==> src/rtl/blkmux_seq.sv <==
// -----------------------------------------------------------------------------
// blkmux_seq - readout sequencer for the CFEB block multiplexer.
//
// On each accepted readout request the sequencer walks NSAMP time samples.
// Each sample is 96 data cycles and then NTRL trailer cycles:
//   - Data cycles: the active-low chip enables rotate across the six chips
//     for each of the 16 channels.
//   - Trailer cycles: OE_B is parked and OECRC strobes on the first one.
// START marks the first data word of every sample. DONE marks the end of
// the event.
//
// A request that arrives while a sequence is running is held as a single
// pending request. Any further request is dropped and flagged on OVERRUN.
//
// Optional feature (compile-time macro BLKMUX_SEQ_BCODE_EN):
//   When this macro is defined, a request latched with BREQ=1 runs as a
//   B-code event:
//     - DLOAD is high for the data cycles.
//     - OE_B stays at 6'h3F throughout.
//     - All timing is the same as a normal event.
//   When this macro is undefined, DLOAD is always 0.
//
// Ports:
//   CLK25    in   system clock, rising edge
//   clr_oec  in   asynchronous active-high reset
//   REQ      in   readout request level (rising edge used)
//   BREQ     in   B-code qualifier, sampled with the REQ edge
//   NSAMP    in   [4:0] samples per event, latched at acceptance
//   START    out  first word of each sample
//   DLOAD    out  DATA passthrough select for blkmux
//   OE_B     out  [5:0] one-hot-low chip enable, 6'h3F when inactive
//   OECRC    out  trailer strobe, first trailer cycle of each sample
//   SAMPLE   out  [4:0] current sample index
//   CHAN     out  [3:0] current channel index
//   BUSY     out  sequence in progress
//   DONE     out  end-of-event pulse
//   OVERRUN  out  sticky: request lost while one was already pending
// -----------------------------------------------------------------------------
module blkmux_seq #(
  parameter int NCHAN = 16,
  parameter int NCHIP = 6,
  parameter int NTRL  = 4
) (
  input  logic       CLK25,
  input  logic       clr_oec,
  input  logic       REQ,
  input  logic       BREQ,
  input  logic [4:0] NSAMP,
  output logic       START,
  output logic       DLOAD,
  output logic [5:0] OE_B,
  output logic       OECRC,
  output logic [4:0] SAMPLE,
  output logic [3:0] CHAN,
  output logic       BUSY,
  output logic       DONE,
  output logic       OVERRUN
);

`ifdef BLKMUX_SEQ_BCODE_EN
  localparam logic BCODE_EN = 1'b1;
`else
  localparam logic BCODE_EN = 1'b0;
`endif

  localparam int         TRL_W     = (NTRL > 1) ? $clog2(NTRL) : 1;
  localparam logic [2:0] CHIP_LAST = 3'(NCHIP - 1);
  localparam logic [3:0] CHAN_LAST = 4'(NCHAN - 1);
  localparam logic [TRL_W-1:0] TRL_LAST = TRL_W'(NTRL - 1);

  localparam logic [2:0] S_IDLE  = 3'd0;
  localparam logic [2:0] S_LOAD  = 3'd1;
  localparam logic [2:0] S_DATA  = 3'd2;
  localparam logic [2:0] S_TRAIL = 3'd3;
  localparam logic [2:0] S_FIN   = 3'd4;

  logic [2:0]       state_reg, state_next;
  logic [2:0]       chip_reg, chip_next;
  logic [3:0]       chan_reg, chan_next;
  logic [4:0]       samp_reg, samp_next;
  logic [TRL_W-1:0] trl_reg, trl_next;
  logic [4:0]       nsamp_reg, nsamp_next;
  logic             breq_reg, breq_next;
  logic             pend_reg, pend_next;
  logic [4:0]       shd_nsamp_reg, shd_nsamp_next;
  logic             shd_breq_reg, shd_breq_next;
  logic             ovr_reg, ovr_next;
  logic             req_1_reg;
  logic             req_edge;
  logic             bcode_next;
  logic [NCHIP-1:0] oe_dec_next;

  logic             start_reg;
  logic             dload_reg;
  logic [5:0]       oe_b_reg;
  logic             oecrc_reg;
  logic             busy_reg;
  logic             done_reg;

  assign req_edge = REQ & ~req_1_reg;

  // Next-state and counter logic.
  always_comb begin
    state_next     = state_reg;
    chip_next      = chip_reg;
    chan_next      = chan_reg;
    samp_next      = samp_reg;
    trl_next       = trl_reg;
    nsamp_next     = nsamp_reg;
    breq_next      = breq_reg;
    pend_next      = pend_reg;
    shd_nsamp_next = shd_nsamp_reg;
    shd_breq_next  = shd_breq_reg;
    ovr_next       = ovr_reg;

    case (state_reg)
      S_IDLE: begin
        if (req_edge) begin
          nsamp_next = NSAMP;
          breq_next  = BREQ;
          state_next = S_LOAD;
        end
      end
      S_LOAD: begin
        state_next = (nsamp_reg == 5'd0) ? S_FIN : S_DATA;
      end
      S_DATA: begin
        if (chip_reg == CHIP_LAST) begin
          chip_next = 3'd0;
          if (chan_reg == CHAN_LAST) begin
            chan_next  = 4'd0;
            trl_next   = '0;
            state_next = S_TRAIL;
          end else begin
            chan_next = chan_reg + 4'd1;
          end
        end else begin
          chip_next = chip_reg + 3'd1;
        end
      end
      S_TRAIL: begin
        if (trl_reg == TRL_LAST) begin
          if (samp_reg == nsamp_reg - 5'd1) begin
            state_next = S_FIN;
          end else begin
            samp_next  = samp_reg + 5'd1;
            state_next = S_DATA;
          end
        end else begin
          trl_next = trl_reg + 1'b1;
        end
      end
      S_FIN: begin
        if (pend_reg) begin
          // Held request starts immediately. An edge on this same cycle
          // collides with a still-pending request and is lost.
          nsamp_next = shd_nsamp_reg;
          breq_next  = shd_breq_reg;
          pend_next  = 1'b0;
          state_next = S_LOAD;
          if (req_edge) begin
            ovr_next = 1'b1;
          end
        end else if (req_edge) begin
          // Nothing held: a fresh edge here is taken directly, otherwise it
          // would be parked as pending after the machine has gone idle.
          nsamp_next = NSAMP;
          breq_next  = BREQ;
          state_next = S_LOAD;
        end else begin
          state_next = S_IDLE;
        end
      end
      default: begin
        state_next = S_IDLE;
      end
    endcase

    // Requests during an active sequence (FIN handled above).
    if (req_edge && state_reg != S_IDLE && state_reg != S_FIN) begin
      if (pend_reg) begin
        ovr_next = 1'b1;
      end else begin
        pend_next      = 1'b1;
        shd_nsamp_next = NSAMP;
        shd_breq_next  = BREQ;
      end
    end

    // Every event starts from sample 0, channel 0, chip 0.
    if (state_next == S_LOAD) begin
      chip_next = 3'd0;
      chan_next = 4'd0;
      samp_next = 5'd0;
      trl_next  = '0;
    end
  end

  assign bcode_next = breq_next & BCODE_EN;

  // Active-low chip decode of the upcoming chip index.
  genvar gi;
  generate
    for (gi = 0; gi < NCHIP; gi++) begin : g_oe_dec
      assign oe_dec_next[gi] = (chip_next != 3'(gi));
    end
  endgenerate

  always_ff @(posedge CLK25 or posedge clr_oec) begin
    if (clr_oec) begin
      state_reg     <= S_IDLE;
      chip_reg      <= 3'd0;
      chan_reg      <= 4'd0;
      samp_reg      <= 5'd0;
      trl_reg       <= '0;
      nsamp_reg     <= 5'd0;
      breq_reg      <= 1'b0;
      pend_reg      <= 1'b0;
      shd_nsamp_reg <= 5'd0;
      shd_breq_reg  <= 1'b0;
      ovr_reg       <= 1'b0;
      req_1_reg     <= 1'b0;
    end else begin
      state_reg     <= state_next;
      chip_reg      <= chip_next;
      chan_reg      <= chan_next;
      samp_reg      <= samp_next;
      trl_reg       <= trl_next;
      nsamp_reg     <= nsamp_next;
      breq_reg      <= breq_next;
      pend_reg      <= pend_next;
      shd_nsamp_reg <= shd_nsamp_next;
      shd_breq_reg  <= shd_breq_next;
      ovr_reg       <= ovr_next;
      req_1_reg     <= REQ;
    end
  end

  // Outputs are registered from next-state values, so they line up with the
  // state and counters that they describe.
  always_ff @(posedge CLK25 or posedge clr_oec) begin
    if (clr_oec) begin
      start_reg <= 1'b0;
      dload_reg <= 1'b0;
      oe_b_reg  <= 6'h3F;
      oecrc_reg <= 1'b0;
      busy_reg  <= 1'b0;
      done_reg  <= 1'b0;
    end else begin
      start_reg <= (state_next == S_DATA) && (chip_next == 3'd0) && (chan_next == 4'd0);
      dload_reg <= (state_next == S_DATA) && bcode_next;
      oe_b_reg  <= ((state_next == S_DATA) && !bcode_next) ? oe_dec_next : 6'h3F;
      oecrc_reg <= (state_next == S_TRAIL) && (trl_next == '0);
      busy_reg  <= (state_next != S_IDLE);
      done_reg  <= (state_next == S_FIN);
    end
  end

  assign START   = start_reg;
  assign DLOAD   = dload_reg;
  assign OE_B    = oe_b_reg;
  assign OECRC   = oecrc_reg;
  assign SAMPLE  = samp_reg;
  assign CHAN    = chan_reg;
  assign BUSY    = busy_reg;
  assign DONE    = done_reg;
  assign OVERRUN = ovr_reg;

endmodule

==> config.mk <==
export PLATFORM = sky130hd
export DESIGN_NAME = blkmux_seq
export DESIGN_NICKNAME = d
export VERILOG_FILES = /design/src/rtl/blkmux_seq.sv
export SDC_FILE = /design/constraint.sdc
export NUM_CORES = 1
export LEC_CHECK = 0
export ABC_AREA = 1
export BUFFER_PORTS_ARGS = -buffer_cell sky130_fd_sc_hd__buf_4
export CORE_MARGIN = 2
export CORE_UTILIZATION = 40
export DETAILED_ROUTE_END_ITERATION = 7
export SLEW_MARGIN = 20
export SYNTH_ARGS = -nofsm -noshare
export SYNTH_HDL_FRONTEND = slang
export SYNTH_SLANG_ARGS = --single-unit
==> constraint.sdc <==
create_clock -name CLK25 -period 2.5 [get_ports CLK25]
set_input_delay 0.375 -clock CLK25 [delete_from_list [all_inputs] [get_ports CLK25]]
set_output_delay 0.375 -clock CLK25 [all_outputs]
set_load 0.05 [all_outputs]
After elaboration in Yosys (flattened, before gate mapping)
Cells that the tools add are included.

word-level totals
  bits in registers = 40
  memory bits (writable) = 0
  memories = 0
  word-level logic and storage cells = 97
  input bits = 9
  output and inout port bits = 21
  bits in read-only memories = 0
  latch bits = 0

operators by class
  equality and inequality tests = 19
  multiply operators = 0
  reduce and logical (&&, ||, !) cells = 18
  bitwise gates (word level) = 3
  magnitude comparators = 0
  div/mod/pow operators = 0
  mux-type cells = 37
  $add $sub $neg = 5
  shifts and indexed selects = 0

operators by type and width
  operator             count
  $mux 5               6
  $mux 3               9
  $mux 4               4
  $pmux 3 s5           1
  $eq 3x2->1 const B   4
  $mux 1               10
  $pmux 5 s2           1
  $eq 3x3->1 const B   3
  $ne 3x3->1 const B   3
  $reduce_bool 3->1    3
  $mux 2               4
  $eq 3x1->1 const B   2
  $logic_not 3->1      2
  $mux 6               1
  $ne 3x2->1 const B   2
  $reduce_bool 2->1    3
  $add 5x1->5 const B  1
  $eq 5x5->1           1
  $logic_and 1x1->1    5
  $logic_not 5->1      1
  $sub 5x1->5 const B  1
  $add 4x1->4 const B  1
  $eq 4x4->1 const B   1
  $logic_not 4->1      1
  other kinds (11)     12

Logic depth before layout (Yosys ltp)
Gate-level depths: netlist of the first run.

  depth in word-level cells = 10
  depth in mapped cells = 12
  depth with buffers taken out = 12

Worst setup path after synthesis of the first run
Ideal clock, no wire load.

  path type = reg2reg
  start point = register chan_reg[1] (netlist: CHAN[1])
  end point = register start_reg (netlist: START)
  stages on the path, launching flop included = 8
  library setup time = 0.069 ns
  arrival = 1.705 ns
  period minus slack after synthesis = 1.774 ns
  data required time = 2.431 ns
  slack = 0.726 ns
  buffers on the path = 0
  cell sequence = dfrtp_1 ha_1 nand3_1 nor3_4 nor2_1 nand3_1 nand4_1 nor2_2

between the ends
  word-level cells in the longest chain between the ends = 9
  elaborated cells between the ends (all ways) = 16
  classes of those cells = 1 x add/sub; 3 x eq/ne; 8 x mux; 4 x reduce/logical

ends and longest elaborated chain
  what                      RTL line  source
  start: declaration        79        logic [3:0] chan_reg, chan_next;
  start signal: assignment  226       chan_reg <= chan_next;
  $eq 4x4->1                130       if (chan_reg == CHAN_LAST) begin
  $mux 3                    130
  $mux 3                    128       if (chip_reg == CHIP_LAST) begin
  $pmux 3 s5                116       case (state_reg)
  $eq 3x1->1                191       if (state_next == S_LOAD) begin
  $mux 3                    191
  $logic_not 3->1           250       start_reg <= (state_next == S_DATA) && (chip_next == 3'd0) && (chan_next == 4'd0);
  $logic_and 1x1->1         250
  $logic_and 1x1->1 *       250
  end signal: assignment    250
  end: declaration          93        logic start_reg;

Every way passes the cells marked *; elsewhere a longest branch is shown, timed or not.
A chain may end at the register's enable or synchronous reset.

Final worst setup path of the first run
  start point = register nsamp_reg[0]
  end point = register busy_reg (netlist: BUSY)

between the ends
  word-level cells in the longest chain between the ends = 6
  elaborated cells between the ends (all ways) = 8
  classes of those cells = 1 x add/sub; 1 x eq/ne; 4 x mux; 2 x reduce/logical

ends and longest elaborated chain
  what                      RTL line  source
  start: declaration        82        logic [4:0] nsamp_reg, nsamp_next;
  start signal: assignment  229       nsamp_reg <= nsamp_next;
  $sub 5x1->5               143       if (samp_reg == nsamp_reg - 5'd1) begin
  $eq 5x5->1                143
  $mux 3                    143
  $mux 3                    142       if (trl_reg == TRL_LAST) begin
  $pmux 3 s5 *              116
  named net state_next[1]   77        logic [2:0] state_reg, state_next;
  $reduce_bool 3->1 *       254       busy_reg <= (state_next != S_IDLE);
  end signal: assignment    254
  end: declaration          97        logic busy_reg;

The timed path passes the listed nets; every way through them passes the cells marked *.

==> results.sh, run 1 <==
export IMPL_boundaryPins=30
export IMPL_worstPathArrival_ps=1930
export IMPL_synth_enable_flop_cells=0
export IMPL_worst_r2r_endpoint="BUSY"
export IMPL_gp_routability_congestion=0.7746
export IMPL_grt_first_pass_wirelength_mm=7.107
export IMPL_synth_avg_cell_area_um2=8.287
export IMPL_antenna_cells_inserted=0
export IMPL_cts_max_level=2
export IMPL_clkTransAtPathRegs_ps=70
export IMPL_total_wire_length_after_detailed_routing_mm=4.017
export IMPL_reg2reg_depth=12
export IMPL_period_share=0.6975
export IMPL_worstPathBufferInverterCount=2
export IMPL_route_vias_total=1698
export IMPL_irDropWorstVdd_mv=0.3069
export IMPL_design_power_total_mw=1.123
export IMPL_vias_in_the_first_global_route=1556
export IMPL_gr_total_overflow=0
export IMPL_power_density_nw_per_um2=443.8
export IMPL_syn_area_um2=2155
export IMPL_outcome="finished clean"
export IMPL_clk_latency_ps=290
export IMPL_largest_register_ffs=6
export IMPL_worst_hold_path_type="primary input to async pin"
export IMPL_antenna_violating_nets_post_route=0
export IMPL_post_cts_repair_setup_buffers=0
export IMPL_post_synth_main_area_contributors="sky130_fd_sc_hd__dfrtp_1 39%, sky130_fd_sc_hd__nand2_1 11%, sky130_fd_sc_hd__dfstp_2 7.3%"
export IMPL_avgRoutedWirePerCell_um=11.01
export IMPL_clock_skew_final_ps=3.109
export IMPL_power_leakage_nw=1.261
export IMPL_finalWorstPathRequiredPeriod_ps=1744
export IMPL_fin_tns_setup_ps=0
export IMPL_critPathMostFrequentCell="sky130_fd_sc_hd__nand2_1"
export IMPL_detail_route_first_pass_iterations=4
export IMPL_dp_final_hpwl_mm=3.064
export IMPL_port_buffers=27
export IMPL_grt_usage=0.1486
export IMPL_rsz0062_at_grt="no"
export IMPL_grt_start_max_net_pins=41
export IMPL_synth_fp_nets=272
export IMPL_r2r_start="nsamp_reg[0]"
export IMPL_tritoncts_num_sinks=40
export IMPL_row_count=26
export IMPL_netlist_instances=260
export IMPL_tritoncts="done"
export IMPL_ys_warn_count=0
export IMPL_hold_viol=0
export IMPL_cp_data_required_time_ps=2680
export IMPL_ys_async_sr_fraction=1.000
export IMPL_ctsLongestPathBuffers=2
export IMPL_layout_area_overhead_vs_synth_pct=17.48
export IMPL_finalSetupViolCount=0
export IMPL_yosysTopAreaCellShare=0.3949
export IMPL_vias_per_cell=4.652
export IMPL_crit_path_start_kind="register"
export IMPL_dominantRegCellSynth="sky130_fd_sc_hd__dfrtp_1"
export IMPL_synth_distinct_cells=35
export IMPL_cts_buffers=5
export IMPL_nNetsFinal=306
export IMPL_die_x_um=77.39
export IMPL_r2r_setup_slack_ps=760
export IMPL_post_route_cells_drive_above_1_share=0.2508
export IMPL_first_iter_violations=75
export IMPL_synth_seq_cells=40
export IMPL_synth_largest_area_cell="sky130_fd_sc_hd__dfrtp_1"
export IMPL_worst_setup_path_end_kind="register"
export IMPL_timing_critical_path_slowest_stage_cell="sky130_fd_sc_hd__dfrtp_1"
export IMPL_design_die_area_um2=5989
export IMPL_clockRootBuffer="sky130_fd_sc_hd__clkbuf_8"
export IMPL_cpPeakStageDelay_ps=360
export IMPL_maxCapViolations=0
export IMPL_drc=0
export IMPL_die_y_um=77.39
export IMPL_holdBufCountCts=0
export IMPL_cts_resized=0
export IMPL_fmaxAchievable_ghz=0.5734
export IMPL_critical_path_peak_fanout=8
export IMPL_setup_worst_path_class="register to register"
export IMPL_grt_antenna_before_repair=0
export IMPL_timing_max_transition_violations_final=0
export IMPL_initial_util=0.4192
export IMPL_synth_seq_area_share=0.4681
export IMPL_placeableCoreArea_um2=5140
export IMPL_cells_along_the_critical_path="inv_2 -> ha_1 -> inv_1 -> nand2_1 -> nand3_1 -> nand2_1 -> nor2_1 -> nand3_2 -> nand2_2 -> nand2_4 -> nor2_1 -> nand2_1"
export IMPL_crit_family="simple AND/OR/NAND/NOR gates"
[tightest hold or removal path: stages]
cell and delay, ps:
sky130_fd_sc_hd__buf_4 110, sky130_fd_sc_hd__inv_1 40, sky130_fd_sc_hd__buf_4 410
[synthesized netlist by cell type (all sizes together) (2+ instances only)]
| library cell | number |
|---|---|
| nand2 | 69 |
| inv | 46 |
| dfrtp | 34 |
| nand3 | 32 |
| nor2 | 25 |
| nand4 | 8 |
| a21oi | 6 |
| dfstp | 6 |
| o21ai | 6 |
| nor3 | 4 |
| ha | 3 |
| o211ai | 3 |
| o221ai | 3 |
| buf | 2 |
| mux2 | 2 |
| o32ai | 2 |
| xor2 | 2 |
[final cells by class]
class / count / area [µm²]
fillers: 547 / 2609
repair buffers: 29 / 217.7
multi-input cells: 172 / 954.7
flip-flops and latches: 40 / 1008
inverters: 46 / 172.7
clock buffers: 8 / 90.09
well taps: 70 / 87.58
[kinds of logic (layout without fill, tap and decap cells)]
kind of cell | Yosys count | after routing | share of synthesized area
buffers and inverters | 48 | 83 | 0.08885
other | 1 | 1 | 0.001740
flip-flops | 40 | 40 | 0.4681
multiplexers | 2 | 2 | 0.01045
AO/OA/AOI/OAI | 24 | 24 | 0.07783
adder cells (fa/ha/maj) | 3 | 3 | 0.01742
XOR/XNOR | 3 | 3 | 0.01220
AND/OR/NAND/NOR | 139 | 139 | 0.3235
[layout by cell type (no fill, tap or decap), types with 5 or more instances in the layout]
master	instances
sky130_fd_sc_hd__dfstp_2	6
sky130_fd_sc_hd__nand4_1	7
sky130_fd_sc_hd__nor2_1	16
sky130_fd_sc_hd__dfrtp_1	34
sky130_fd_sc_hd__inv_1	39
sky130_fd_sc_hd__clkbuf_8	6
sky130_fd_sc_hd__nand3_1	28
sky130_fd_sc_hd__nand2_1	62
sky130_fd_sc_hd__a21oi_1	5
sky130_fd_sc_hd__buf_4	29
sky130_fd_sc_hd__inv_2	7
sky130_fd_sc_hd__nor2_2	6
[routing by layer]
layer | vias up | GRT usage | wire, µm
met1 | 769 | 0.2033 | 2051
met5 | - | 0 | 0
met3 | 5 | 0.03605 | 117
met2 | 19 | 0.2304 | 1786
li1 | 905 | - | -
met4 | 0 | 0.05357 | 60
[how the worst max path moves through the flow]
stage	from	to	slack [ps]	cells after the start
floorplan	CHAN[1]	START	730	7
CTS	nsamp_reg[0]	BUSY	740	12
finish	nsamp_reg[0]	BUSY	760	12
global route	nsamp_reg[1]	BUSY	510	11
detailed placement	nsamp_reg[1]	BUSY	770	11
global placement	nsamp_reg[0]	BUSY	760	11
[through the flow]
stage | utilization | instance area [µm²] | std cells | hold slack [ps] | setup WS, ps
global placement | 0.4749 | 2441 | 357 | 468.4 | 761.1
floorplan | - | 2155 | 260 | 406.4 | 725.7
global route | 0.4925 | 2531 | 365 | 189.0 | 511.9
finish | 0.4925 | 2531 | 365 | 193.0 | 756.1
CTS | 0.4925 | 2531 | 365 | 183.7 | 744.3
detailed placement | 0.4749 | 2441 | 357 | 467.6 | 771.0
[power by group]
| group | total [mW] | switching, mW | internal (mW) |
|---|---|---|---|
| Sequential | 0.648 | 0.000371 | 0.648 |
| Clock | 0.445 | 0.220 | 0.225 |
| Combinational | 0.0303 | 0.0214 | 0.00886 |
(Power assumes the default switching activity.)
==> run 2: changes to the inputs <==
Clock period 2.5 ns to 1.7 ns, I/O delays scaled along.
==> run 2 against run 1 <==
Compared with the run above:
- utilization is 2.2 points higher
- sequential share of layout area is 1.6 points lower
- global-route usage is 0.15 points higher
- first-iteration DRC count is 11% higher
- combinational power is 48% higher
- clock power is 34% higher
- setup slack worse by 650 ps
- flip-flop and latch count stayed put
- routed wire length is 1.6% higher
- cell count is 2.7% higher
- critical path depth is 2 lower
==> results.sh, run 2 (synthesized netlist as in run 1, its figures left out) <==
export IMPL_fillerInstances=507
export IMPL_design_power_total_mw=1.596
export IMPL_ctsLongestPathBuffers=2
export IMPL_route_vias_total=1723
export IMPL_avgRoutedWirePerCell_um=10.88
export IMPL_period_share=0.9368
export IMPL_finalWorstPathRequiredPeriod_ps=1593
export IMPL_antenna_violating_nets_post_route=0
export IMPL_power_density_nw_per_um2=603.5
export IMPL_layout_area_overhead_vs_synth_pct=22.76
export IMPL_cp_data_required_time_ps=1930
export IMPL_gr_total_overflow=0
export IMPL_layout_cells_most_common="sky130_fd_sc_hd__nand2_1"
export IMPL_fin_tns_setup_ps=0
export IMPL_worst_hold_path_type="primary input to async pin"
export IMPL_grt_usage=0.1501
export IMPL_maxCapViolations=0
export IMPL_hold_viol=0
export IMPL_detail_route_first_pass_iterations=4
export IMPL_wl_met1_mm=2.163
export IMPL_first_iter_violations=83
export IMPL_clk_latency_ps=290
export IMPL_cts_max_level=2
export IMPL_r2r_setup_slack_ps=110
export IMPL_outcome="finished clean"
export IMPL_initial_util=0.4192
export IMPL_finalSetupViolCount=0
export IMPL_grt_antenna_before_repair=0
export IMPL_holdBufCountCts=0
export IMPL_met3_length_um=140
export IMPL_gp_routability_congestion=0.7828
export IMPL_design_die_area_um2=5989
export IMPL_boundaryPins=30
export IMPL_critical_path_peak_fanout=8
export IMPL_setup_worst_path_class="register to register"
export IMPL_row_count=26
export IMPL_layout_common_cells="61 x sky130_fd_sc_hd__nand2_1, 39 x sky130_fd_sc_hd__buf_4, 38 x sky130_fd_sc_hd__inv_1, 32 x sky130_fd_sc_hd__dfrtp_1, 27 x sky130_fd_sc_hd__nand3_1"
export IMPL_grt_first_pass_wirelength_mm=7.182
export IMPL_die_x_um=77.39
export IMPL_multi_input_comb_area_um2=999.7
export IMPL_dr_max_layer_used="met4"
export IMPL_tritoncts="done"
export IMPL_drc=0
export IMPL_largest_register_ffs=6
export IMPL_post_route_cells_drive_above_1_share=0.3016
export IMPL_power_leakage_nw=1.296
export IMPL_crit_path_start_kind="register"
export IMPL_worstPathArrival_ps=1820
export IMPL_antenna_cells_inserted=0
export IMPL_clockRootBuffer="sky130_fd_sc_hd__clkbuf_8"
export IMPL_routed_wl_met2_mm=1.717
export IMPL_nNetsFinal=316
export IMPL_irDropWorstVdd_mv=0.3826
export IMPL_timing_max_transition_violations_final=0
export IMPL_port_buffers=27
export IMPL_clkTransAtPathRegs_ps=70
export IMPL_total_wire_length_after_detailed_routing_mm=4.080
export IMPL_die_y_um=77.39
export IMPL_vias_per_cell=4.595
export IMPL_regArea_um2=1011
export IMPL_clock_skew_final_ps=2.817
export IMPL_placeableCoreArea_um2=5140
export IMPL_worst_setup_path_end_kind="register"
export IMPL_dp_final_hpwl_mm=3.063
export IMPL_cts_buffers=5
export IMPL_grt_start_max_net_pins=41
export IMPL_fmaxAchievable_ghz=0.6279
export IMPL_vias_in_the_first_global_route=1569
export IMPL_tritoncts_num_sinks=40
[run 2: cell count changes in the layout (fill, tap and decap cells not counted), sizes merged]
cell    delta
clkbuf     -1
clkinv     +1
buf       +10
[run 2: final timing paths]
check,from,cells past startpoint,end
max,nsamp_reg[0],10,START
min,clr_oec,3,CHAN[0]
max reg2reg,nsamp_reg[0],10,START
min reg2reg,register,1,register
max in group asynchronous,clr_oec,3,OE_B[5]
min in group CLK25,REQ,1,req_1_reg
[run 2: power by group]
part | switching [mW] | internal [mW] | total [mW]
clock network | 0.310 | 0.288 | 0.598
registers | 0.000450 | 0.953 | 0.953
logic | 0.0316 | 0.0131 | 0.0447
total | 0.342 | 1.25 | 1.60
[run 2: metal layers]
| metal | up-vias | track usage |
|---|---|---|
| li1 | 925 | - |
| met1 | 768 | 0.2101 |
| met2 | 24 | 0.2217 |
| met3 | 6 | 0.04186 |
| met4 | 0 | 0.05714 |
| met5 | - | 0 |
[run 2: stage by stage]
step / hold slack [ps] / std cells / util / setup WS, ps / area (µm²)
floorplan: 286.4 / 260 / - / 50.70 / 2157
global placement: 374.2 / 366 / 0.4886 / 29.31 / 2511
detailed placement: 377.2 / 366 / 0.4886 / -24.33 / 2511
CTS: 71.64 / 374 / 0.5049 / -1.937 / 2595
global route: 65.15 / 375 / 0.5146 / -15.86 / 2645
finish: 78.26 / 375 / 0.5146 / 107.5 / 2645
[run 2: worst max-delay path: stages (launching register included)]
cell and delay (ps):
sky130_fd_sc_hd__dfrtp_1 390, sky130_fd_sc_hd__inv_2 80, sky130_fd_sc_hd__ha_4 200, sky130_fd_sc_hd__or2_2 280, sky130_fd_sc_hd__nand3_2 90, sky130_fd_sc_hd__nor2_4 50
sky130_fd_sc_hd__nand3_4 80, sky130_fd_sc_hd__nand2_2 70, sky130_fd_sc_hd__nand2_4 130, sky130_fd_sc_hd__nand3_4 80, sky130_fd_sc_hd__nor2_2 80
[run 2: cell type report]
type,instances,area share
Tap cell,70,0.03311
Multi-Input combinational cell,172,0.3780
Inverter,46,0.06528
Sequential cell,40,0.3822
Clock buffer,7,0.02886
Clock inverter,1,0.001892
Timing Repair Buffer,39,0.1107
[run 2: repair_timing]
item,in CTS,in global routing
setup buffers,0,1
pin swaps,0,4
resized for setup,1,9
endpoints found under the setup margin,2,14
hold endpoints to repair,0,0
cloned,0,0
==> run 3: changes to the inputs <==
--- a/config.mk
+++ b/config.mk
@@ -9,3 +9,3 @@
 export BUFFER_PORTS_ARGS = -buffer_cell sky130_fd_sc_hd__buf_4
-export CORE_MARGIN = 2
+export CORE_MARGIN = 8
 export CORE_UTILIZATION = 40
==> constraint.sdc (replaced) <==
create_clock -name CLK25 -period 1.7 [get_ports CLK25]
set_input_delay 0 -clock CLK25 [delete_from_list [all_inputs] [get_ports CLK25]]
set_output_delay 0 -clock CLK25 [all_outputs]
set_load 0.1 [all_outputs]
==> run 3 against run 2 <==
Compared with the run above:
- cell count grew 1.6%
- sequential share of layout area shrank 0.70 points
- maximum frequency shrank 0.35%
- clock-buffer cell count is the same
- clock power grew 2%
- worst hold slack gained 250 ps
- via count grew 5.0%
- non-clock buffer count grew 6
- critical endpoint is now BUSY
==> results.sh, run 3 (synthesized netlist as in run 1, its figures left out) <==
export IMPL_outcome="finished clean"
export IMPL_pwr_share_seq=0.586
export IMPL_share_comb_of_total_power=0.041
export IMPL_antenna_cells_inserted=0
export IMPL_post_route_cells_drive_above_1_share=0.3215
export IMPL_timing_critical_path_slowest_stage_cell="sky130_fd_sc_hd__dfrtp_1"
export IMPL_die_x_um=89.39
export IMPL_power_leakage_nw=1.320
export IMPL_cpPeakStageDelay_ps=360
export IMPL_cts_max_level=2
export IMPL_port_buffers=27
export IMPL_gr_total_overflow=0
export IMPL_finalHoldWorstSlack_ps=328.9
export IMPL_die_y_um=89.39
export IMPL_route_vias_total=1810
export IMPL_grt_start_max_net_pins=41
export IMPL_tritoncts_num_sinks=40
export IMPL_fmaxAchievable_ghz=0.6258
export IMPL_worst_hold_path_type="primary input to async pin"
export IMPL_place_area_um2=2522
export IMPL_place_detailed_instances=364
export IMPL_fin_tns_setup_ps=0
export IMPL_largest_register_ffs=6
export IMPL_irDropWorstVdd_mv=0.4667
export IMPL_finalWorstPathRequiredPeriod_ps=1598
export IMPL_avgRoutedWirePerCell_um=11.67
export IMPL_layout_area_overhead_vs_synth_pct=26.77
export IMPL_ctsLongestPathBuffers=2
export IMPL_cts_buffers=5
export IMPL_critical_path_peak_fanout=8
export IMPL_grt_antenna_before_repair=0
export IMPL_layout_cells_most_common="sky130_fd_sc_hd__nand2_1"
export IMPL_multi_input_comb_area_um2=997.2
export IMPL_cells_along_the_critical_path="inv_2 -> ha_4 -> or2_2 -> nand3_2 -> nor2_2 -> nand3_4 -> nand2_2 -> nand2_4 -> nor2_2 -> nand2_1"
export IMPL_critPathMostFrequentCell="sky130_fd_sc_hd__nor2_2"
export IMPL_dp_final_hpwl_mm=3.387
export IMPL_power_switching_fraction=0.2211
export IMPL_hold_viol=0
export IMPL_timing_max_transition_violations_final=0
export IMPL_total_wire_length_after_detailed_routing_mm=4.446
export IMPL_power_switching_mw=0.3597
export IMPL_cell_area_after_layout_um2=2731
export IMPL_worst_setup_path_end_kind="register"
export IMPL_finish_utilization=0.5314
export IMPL_clk_latency_ps=290
export IMPL_crit_path_start_kind="register"
export IMPL_gp_routability_congestion=0.7367
export IMPL_worstPathArrival_ps=1780
export IMPL_first_iter_violations=82
export IMPL_final_critical_path_setup_slack_ps=101.9
export IMPL_clkTransAtPathRegs_ps=70
export IMPL_antenna_violating_nets_post_route=0
export IMPL_stdcell_count=381
export IMPL_clock_skew_final_ps=2.562
export IMPL_power_density_nw_per_um2=595.7
export IMPL_cellInternalPower_mw=1.267
export IMPL_fillerInstances=499
export IMPL_boundaryPins=30
export IMPL_layout_common_cells="61 x sky130_fd_sc_hd__nand2_1, 37 x sky130_fd_sc_hd__inv_1, 37 x sky130_fd_sc_hd__buf_4, 27 x sky130_fd_sc_hd__nand3_1, 25 x sky130_fd_sc_hd__dfrtp_1"
export IMPL_clockRootBuffer="sky130_fd_sc_hd__clkbuf_8"
export IMPL_setup_worst_path_class="register to register"
export IMPL_period_share=0.9400
export IMPL_nNetsFinal=322
export IMPL_design_power_total_mw=1.627
export IMPL_dp_slack_ps=16.35
export IMPL_drc=0
export IMPL_finalSetupViolCount=0
export IMPL_regArea_um2=1025
export IMPL_detail_route_first_pass_iterations=4
export IMPL_grt_usage=0.1227
export IMPL_placeableCoreArea_um2=5140
export IMPL_cp_data_required_time_ps=1890
export IMPL_vias_in_the_first_global_route=1706
export IMPL_grt_first_pass_wirelength_mm=7.672
export IMPL_vias_per_cell=4.751
export IMPL_design_die_area_um2=7991
export IMPL_row_count=26
export IMPL_clock_power_share=0.373
export IMPL_maxCapViolations=0
export IMPL_initial_util=0.4192
export IMPL_tritoncts="done"
-- run 3: cell type report --
class | count | share of cell area
repair buffers | 45 | 0.1347
well taps | 70 | 0.03207
inverters | 46 | 0.06322
multi-input cells | 172 | 0.3651
flip-flops and latches | 40 | 0.3752
clock buffers | 7 | 0.02794
clock inverters | 1 | 0.001832
-- run 3: worst paths after layout --
kind | start | end | slack [ps] | cells past startpoint
min in group CLK25 | REQ | req_1_reg | 360 | 2
max in group asynchronous | clr_oec | OE_B[5] | 1110 | 4
setup / recovery | nsamp_reg[0] | BUSY | 100 | 10
setup reg to reg | nsamp_reg[0] | BUSY | 100 | 10
hold / removal | clr_oec | CHAN[1] | 330 | 4
hold reg to reg | register | register | 490 | 1
-- run 3: repair_timing --
item	in CTS	in global routing
setup buffers	0	2
hold endpoints to repair	49	0
hold buffers	7	0
endpoints found under the setup margin	0	15
gates resized for setup	0	11
-- run 3: metal layers --
layer	global-route usage	vias up	part of all wire	wire length (µm)
met5	0	-	0	0
met4	0.04381	0	0.013	56
met3	0.04228	6	0.052	232
met2	0.1859	34	0.45	1988
met1	0.1575	838	0.49	2168
li1	-	932	-	-
-- run 3: critical path: cells and delay by family (launching register included) --
family / cells / cell delay [ps]
and+or+nand+nor: 8 / 820
DFF: 1 / 360
adders and majority gates: 1 / 260
buffers and inverters: 1 / 60
-- run 3: power groups by stage --
stage / sequential [mW] / combinational [mW] / clock (mW)
after global placement: 0.971 / 0.0550 / 0
after detailed placement: 0.971 / 0.0558 / 0
after global routing: 0.953 / 0.0749 / 0.670
after floorplan: 0.971 / 0.0306 / 0
after CTS: 0.953 / 0.0684 / 0.633
final: 0.953 / 0.0669 / 0.607
